`src/rtl/fnn_wsr_pkg.sv`:
```
// Shared definitions for the weight stream reader.
//  - wsr_state_t : sequencer states (IDLE, FETCH, DRAIN); the encodings are also
//                  exported as plain localparams for code that compares raw bits.
//  - WSR_BUF_DEPTH : entries in the output skid buffer, which is also the read credit.
//  - WSR_CNT_W     : width of a 0..WSR_BUF_DEPTH occupancy count.
//  - WSR_REP_W     : width of the sweeps-per-start counter.
package fnn_wsr_pkg;

    localparam int WSR_BUF_DEPTH = 2;
    localparam int WSR_CNT_W     = $clog2(WSR_BUF_DEPTH + 1);
    localparam int WSR_REP_W     = 8;

    localparam logic [1:0] ST_IDLE  = 2'd0;
    localparam logic [1:0] ST_FETCH = 2'd1;
    localparam logic [1:0] ST_DRAIN = 2'd2;

    typedef enum logic [1:0] {
        IDLE  = ST_IDLE,
        FETCH = ST_FETCH,
        DRAIN = ST_DRAIN
    } wsr_state_t;

endpackage

```
`src/rtl/wsr_skid_buf.sv`:
```
// Two-entry {last,data} FIFO sitting between the weight memory read port and
// the stream output. The head entry drives the stream directly.
// Ports:
//  clk, rst_n      clock, asynchronous active-low reset
//  i_flush         empty the buffer (stored words are dropped)
//  i_push          write {i_push_last, i_push_data} at the tail
//  i_pop           advance the head (caller guarantees non-empty)
//  o_count         current occupancy, 0..WSR_BUF_DEPTH
//  o_head_last     last tag of the head entry
//  o_head_data     data of the head entry
module wsr_skid_buf
    import fnn_wsr_pkg::*;
#(
    parameter int DW = 16
) (
    input  logic                 clk,
    input  logic                 rst_n,
    input  logic                 i_flush,
    input  logic                 i_push,
    input  logic                 i_push_last,
    input  logic [DW-1:0]        i_push_data,
    input  logic                 i_pop,
    output logic [WSR_CNT_W-1:0] o_count,
    output logic                 o_head_last,
    output logic [DW-1:0]        o_head_data
);

    localparam int PTR_W = $clog2(WSR_BUF_DEPTH);

    logic [DW-1:0]        r_data [WSR_BUF_DEPTH];
    logic                 r_last [WSR_BUF_DEPTH];
    logic [PTR_W-1:0]     r_wr_ptr;
    logic [PTR_W-1:0]     r_rd_ptr;
    logic [WSR_CNT_W-1:0] r_count;

    always_ff @(posedge clk or negedge rst_n) begin
        if (!rst_n) begin
            // NOTE: the storage is reset too, because the head entry feeds the
            // stream outputs directly and they must read zero out of reset.
            for (int i = 0; i < WSR_BUF_DEPTH; i++) begin
                r_data[i] <= '0;
                r_last[i] <= 1'b0;
            end
            r_wr_ptr <= '0;
            r_rd_ptr <= '0;
            r_count  <= '0;
        end else if (i_flush) begin
            r_wr_ptr <= '0;
            r_rd_ptr <= '0;
            r_count  <= '0;
        end else begin
            if (i_push) begin
                r_data[r_wr_ptr] <= i_push_data;
                r_last[r_wr_ptr] <= i_push_last;
                r_wr_ptr         <= r_wr_ptr + PTR_W'(1);
            end
            if (i_pop) begin
                r_rd_ptr <= r_rd_ptr + PTR_W'(1);
            end
            r_count <= r_count + WSR_CNT_W'(i_push) - WSR_CNT_W'(i_pop);
        end
    end

    assign o_count     = r_count;
    assign o_head_last = r_last[r_rd_ptr];
    assign o_head_data = r_data[r_rd_ptr];

endmodule

```
`src/rtl/weight_stream_reader.sv`:
```
// Read-side sequencer for a layer weight memory with a 1-cycle registered read.
// On start it sweeps addresses 0..numWeight-1 and presents the weights as a
// valid/ready stream. A 2-entry skid buffer plus read credit means MAC
// backpressure never loses a word.
// Optional feature macro: WSR_REPEAT_EN adds rep_cnt (sweeps per start,
// 0 treated as 1); sweeps run back to back and done pulses once at the end.
// Ports:
//  clk, rst_n   clock, asynchronous active-low reset
//  start        begin a sweep (only looked at while idle)
//  abort        synchronous flush back to IDLE; wins over start
//  rep_cnt      sweeps per start (WSR_REPEAT_EN builds only)
//  busy         high from accepted start until done/abort
//  done         one-cycle pulse after the final beat handshake
//  mem_ren      weight memory read enable
//  mem_radd     weight memory read address
//  mem_rdata    weight memory data, valid one cycle after mem_ren
//  w_valid      stream valid
//  w_ready      stream ready from the MAC
//  w_data       stream weight
//  w_last       marks the beat read from address numWeight-1
module weight_stream_reader
    import fnn_wsr_pkg::*;
#(
    parameter int numWeight    = 30,
    parameter int addressWidth = $clog2(numWeight),
    parameter int dataWidth    = 16
) (
    input  logic                    clk,
    input  logic                    rst_n,
    input  logic                    start,
    input  logic                    abort,
`ifdef WSR_REPEAT_EN
    input  logic [WSR_REP_W-1:0]    rep_cnt,
`endif
    output logic                    busy,
    output logic                    done,
    output logic                    mem_ren,
    output logic [addressWidth-1:0] mem_radd,
    input  logic [dataWidth-1:0]    mem_rdata,
    output logic                    w_valid,
    input  logic                    w_ready,
    output logic [dataWidth-1:0]    w_data,
    output logic                    w_last
);

    wsr_state_t              r_state;
    logic [addressWidth-1:0] r_addr;
    logic                    r_inflight;
    logic                    r_inflight_last;
    logic                    r_done;
    logic [WSR_REP_W-1:0]    r_rep_left;

    logic [WSR_CNT_W-1:0]    w_count;
    logic                    w_head_last;
    logic [dataWidth-1:0]    w_head_data;
    logic                    w_pop;
    logic [WSR_CNT_W:0]      w_occ_after_pop;
    logic                    w_credit;
    logic                    w_ren;
    logic                    w_issue_last;
    logic [WSR_REP_W-1:0]    w_rep_init;

    // Sweeps remaining after the first one.
`ifdef WSR_REPEAT_EN
    assign w_rep_init = (rep_cnt == '0) ? '0 : rep_cnt - WSR_REP_W'(1);
`else
    assign w_rep_init = '0;
`endif

    assign w_valid = (w_count != '0);
    assign w_pop   = w_valid & w_ready;

    // Credit counts the slot freed by this cycle's pop, otherwise a streaming
    // MAC would see a bubble every other beat.
    assign w_occ_after_pop = {1'b0, w_count} + {{WSR_CNT_W{1'b0}}, r_inflight}
                           - {{WSR_CNT_W{1'b0}}, w_pop};
    assign w_credit        = (w_occ_after_pop < (WSR_CNT_W + 1)'(WSR_BUF_DEPTH));

    assign w_ren        = (r_state == FETCH) && w_credit && !abort;
    assign w_issue_last = (r_addr == addressWidth'(numWeight - 1));

    always_ff @(posedge clk or negedge rst_n) begin
        if (!rst_n) begin
            r_state         <= IDLE;
            r_addr          <= '0;
            r_inflight      <= 1'b0;
            r_inflight_last <= 1'b0;
            r_done          <= 1'b0;
            r_rep_left      <= '0;
        end else if (abort) begin
            // NOTE: state is updated with non-blocking assignments only, so every
            // branch below sees the pre-edge values of all registers.
            r_state    <= IDLE;
            r_addr     <= '0;
            r_inflight <= 1'b0;
            r_done     <= 1'b0;
            r_rep_left <= '0;
        end else begin
            r_done          <= 1'b0;
            r_inflight      <= w_ren;
            r_inflight_last <= w_issue_last;
            case (r_state)
                IDLE: begin
                    if (start) begin
                        r_state    <= FETCH;
                        r_addr     <= '0;
                        r_rep_left <= w_rep_init;
                    end
                end
                FETCH: begin
                    if (w_ren) begin
                        if (w_issue_last) begin
                            r_addr <= '0;
                            if (r_rep_left == '0) begin
                                r_state <= DRAIN;
                            end else begin
                                r_rep_left <= r_rep_left - WSR_REP_W'(1);
                            end
                        end else begin
                            r_addr <= r_addr + addressWidth'(1);
                        end
                    end
                end
                DRAIN: begin
                    // Final beat leaving an otherwise empty pipeline.
                    if (w_pop && w_head_last && (w_count == WSR_CNT_W'(1)) && !r_inflight) begin
                        r_state <= IDLE;
                        r_done  <= 1'b1;
                    end
                end
                default: r_state <= IDLE;
            endcase
        end
    end

    wsr_skid_buf #(
        .DW (dataWidth)
    ) u_buf (
        .clk         (clk),
        .rst_n       (rst_n),
        .i_flush     (abort),
        .i_push      (r_inflight),
        .i_push_last (r_inflight_last),
        .i_push_data (mem_rdata),
        .i_pop       (w_pop),
        .o_count     (w_count),
        .o_head_last (w_head_last),
        .o_head_data (w_head_data)
    );

    assign busy     = (r_state != IDLE);
    assign done     = r_done;
    assign mem_ren  = w_ren;
    assign mem_radd = r_addr;
    assign w_data   = w_head_data;
    assign w_last   = w_head_last;

endmodule

```
`config.mk`:
```
export PLATFORM = sky130hd
export DESIGN_NAME = weight_stream_reader
export DESIGN_NICKNAME = d
export VERILOG_FILES = /design/src/rtl/fnn_wsr_pkg.sv /design/src/rtl/wsr_skid_buf.sv /design/src/rtl/weight_stream_reader.sv
export SDC_FILE = /design/constraint.sdc
export NUM_CORES = 1
export LEC_CHECK = 0
export ABC_AREA = 1
export CORE_MARGIN = 10
export CORE_UTILIZATION = 31
export CTS_CLUSTER_SIZE = 14
export DETAILED_ROUTE_END_ITERATION = 8
export GPL_ROUTABILITY_DRIVEN = 0
export GPL_TIMING_DRIVEN = 0
export HOLD_SLACK_MARGIN = 0.03
export SYNTH_ARGS = -nofsm -noshare
export SYNTH_HDL_FRONTEND = slang
export SYNTH_SLANG_ARGS = --single-unit
```
`constraint.sdc`:
```
create_clock -name clk -period 3 [get_ports clk]
set_input_delay 0.6 -clock clk [delete_from_list [all_inputs] [get_ports clk]]
set_output_delay 0.6 -clock clk [all_outputs]
set_load 0.1 [all_outputs]
```
==> metrics.cfg <==
[cells_and_area]
antenna_cells=0
net_total_in_the_final_layout=453
area_delta_synth_final_pct=30.6
fraction_of_final_layout_cells_with_drive_strength_greater_than_1=0.150
final_cell_area_um2=3700
utilization=0.420

[sta]
timing.hold.ws_ps=276
post-route-period-util=1.00
tightestPinTransition_ps=992
rsz0062_at_grt=true
timing.final.max_slew_violations=0
finalSetupViolations=1
fin_skew_ps=6.81
maxSlewHeadroom=0.337
setup_total_negative_slack_ps=-9.35
post-route-worst-setup-slack_ps=-9.35
report.final.hold_viol_count=0
min_period_ps=3010
clock.fmax_ghz=0.332

[clock_network]
ctsHtreeMaxLevel=2
post_cts_hold_buffer_count=0
numCtsBuffers=5
clockBufferDepth=2
clk_transition_reported_paths_ps=100
clock_latency_ps=310
cts.sink_count=56
cts_root_buf=sky130_fd_sc_hd__clkbuf_8
cts_tree=done

[min_path]
worst_hold_path_type=in -> async

[place]
place.detailed.hpwl_mm=5.13
port_buffers=46
placedInstanceArea_um2=3500

[setup_path]
cp_max_fo=3
critical_path_arrival_ps=2410
worstPathRequired_ps=2400
startpoint_to_endpoint_class_of_the_critical_path=in -> out
critPathLaunchType=input port
slowest_stage=sky130_fd_sc_hd__fa_2
max_stage_delay_ps=570
end_kind=primary output
crit_path_cell_trace=dlygate4sd2_1 > nand2_4 > inv_4 > ha_4 > inv_2 > ha_4 > inv_2 > fa_2 > nand3_4 > nor2_4 > buf_12

[floorplanning]
number_of_cell_rows=34
effective_utilization_at_floorplan=0.322
die_area_um2=13400
die_w_um=116
placeableCoreArea_um2=8810
die_height_um=116
boundaryPins=47

[global_route]
grt_pass1_vias=2474
met1_usage=0.139
groute.usage.overall=0.110
grtUsageMet3=0.0196
initial_antenna_violation_count=0
gr-max-usage-layer=met2
groute.layer.met2.usage=0.185
grt_start_max_net_pins=33
grt_overflow_total=0
global_route_wire_length_before_repair_mm=12.0

[route]
vias_per_cell=4.58
drt-total-wl_mm=6.96
drc=0
routed_wire_length_per_instance_um=13.0
drt_pre_antenna_iters=4
starting_drt_drc_count=103
routed-via-count=2447
ant_nets=0

[yosys]
synth-async-reset-ratio=1.00
synthMostInstantiatedCell=sky130_fd_sc_hd__nand2_1
cell_count_after_synthesis=365
synth.net_count=393
syn_area_per_cell_um2=7.76
ys_seq_elements=56
post_synth_most_frequent_cells=sky130_fd_sc_hd__nand2_1, sky130_fd_sc_hd__dfrtp_1, sky130_fd_sc_hd__inv_1
syn-cell-area_um2=2830
synth_top_area_frac=0.495
yosys_warnings=0
post_synth_main_area_contributors=sky130_fd_sc_hd__dfrtp_1, sky130_fd_sc_hd__nand2_1, sky130_fd_sc_hd__o21ai_0
synth_cell_type_count=29
portion_of_the_post_synthesis_area_used_by_sequential_elements=0.495
synth_enable_flop_cells=0
dominantRegCellSynth=sky130_fd_sc_hd__dfrtp_1
largest_area_contributor_in_the_netlist=sky130_fd_sc_hd__dfrtp_1

[power_and_ir_drop]
cellLeakagePower_nw=1.92
vdd_drop_max_mv=0.552
power_density_nw_per_um2=1120
totalPowerFinal_mw=4.15

[job]
max-cap-violations=0

[status]
run_status=finished with violations
violations=negative setup slack

==> power breakdown <==
part / switching (mW) / internal [mW] / leakage [nW]
combinational: 1.87 / 0.654 / 1.12
sequential: 0.158 / 0.964 / 0.750
clock: 0.254 / 0.253 / 0.0558
total: 2.28 / 1.87 / 1.92
==> what timing repair did <==
action,CTS,global route
pin swaps,2,4
gates resized for setup,40,14
setup endpoints to repair,12,10
setup buffers,0,6
==> worst max-delay path, delay by kind of cell <==
| kind | cells | cell delay [ps] |
|---|---|---|
| adders and majority gates | 3 | 880 |
| buffers and inverters | 5 | 570 |
| and+or+nand+nor | 3 | 340 |
==> sequential cells by signal, summed over array words and instances (netlist names) <==
name	count
u_buf.r_rd_ptr	1
u_buf.r_wr_ptr	1
r_inflight_last	1
r_rep_left	8
u_buf.o_count	2
u_buf.r_last	2
r_inflight	1
r_state	2
u_buf.r_data	32
done	1
mem_radd	5
==> layout by cell type (no fill, tap or decap), types with 6 or more instances in the layout <==
master / n
sky130_fd_sc_hd__o21ai_0: 43
sky130_fd_sc_hd__buf_2: 6
sky130_fd_sc_hd__nand2_1: 132
sky130_fd_sc_hd__nand3_1: 17
sky130_fd_sc_hd__dfrtp_1: 56
sky130_fd_sc_hd__buf_4: 6
sky130_fd_sc_hd__dlymetal6s2s_1: 6
sky130_fd_sc_hd__inv_1: 39
sky130_fd_sc_hd__clkdlybuf4s15_2: 9
sky130_fd_sc_hd__nor2_1: 19
sky130_fd_sc_hd__clkdlybuf4s50_1: 26
sky130_fd_sc_hd__nand4_1: 6
sky130_fd_sc_hd__inv_2: 7
==> final timing paths <==
kind,from,end,slack [ps],cells past startpoint
max,w_ready,mem_ren,-9,11
min,rst_n,u_buf.r_data[18],280,1
max reg2reg,u_buf.o_count[1],r_rep_left[3],360,16
min reg2reg,u_buf.r_data[10],u_buf.r_data[10],490,2
max in group asynchronous,rst_n,r_inflight,2150,2
min in group clk,u_buf.r_data[10],u_buf.r_data[10],490,2
==> routing by layer <==
metal  up-vias  wire, um
met1      1131      3220
met4         0        82
li1       1259         -
met2        52      3360
met3         5       293
met5         -         0
==> cell type report <==
type,count,area (um2)
flip-flops and latches,56,1400
plain buffers,11,63.8
well taps,108,135
multi-input cells,250,1260
repair buffers,53,546
inverters,48,183
clock buffers,6,72.6
clock inverters,2,38.8
fillers,891,5110
==> logic make-up (layout without fill, tap and decap cells) <==
logic type	count (synthesis)	in the layout	synth area share
compound gates	53	53	0.105
mux	1	1	0.00354
flops	56	56	0.495
simple gates	188	188	0.274
buf+inv	59	120	0.0857
fa+ha+maj	7	7	0.0336
xor+xnor	1	1	0.00309
==> per-stage QoR <==
step | setup WS (ps) | cells
finish | -9.35 | 534
detailed placement | -1250 | 520
global placement | -1260 | 519
floorplan | 6.11 | 365
global route | -101 | 534
CTS | -73.2 | 528
(Power assumes the default switching activity.)
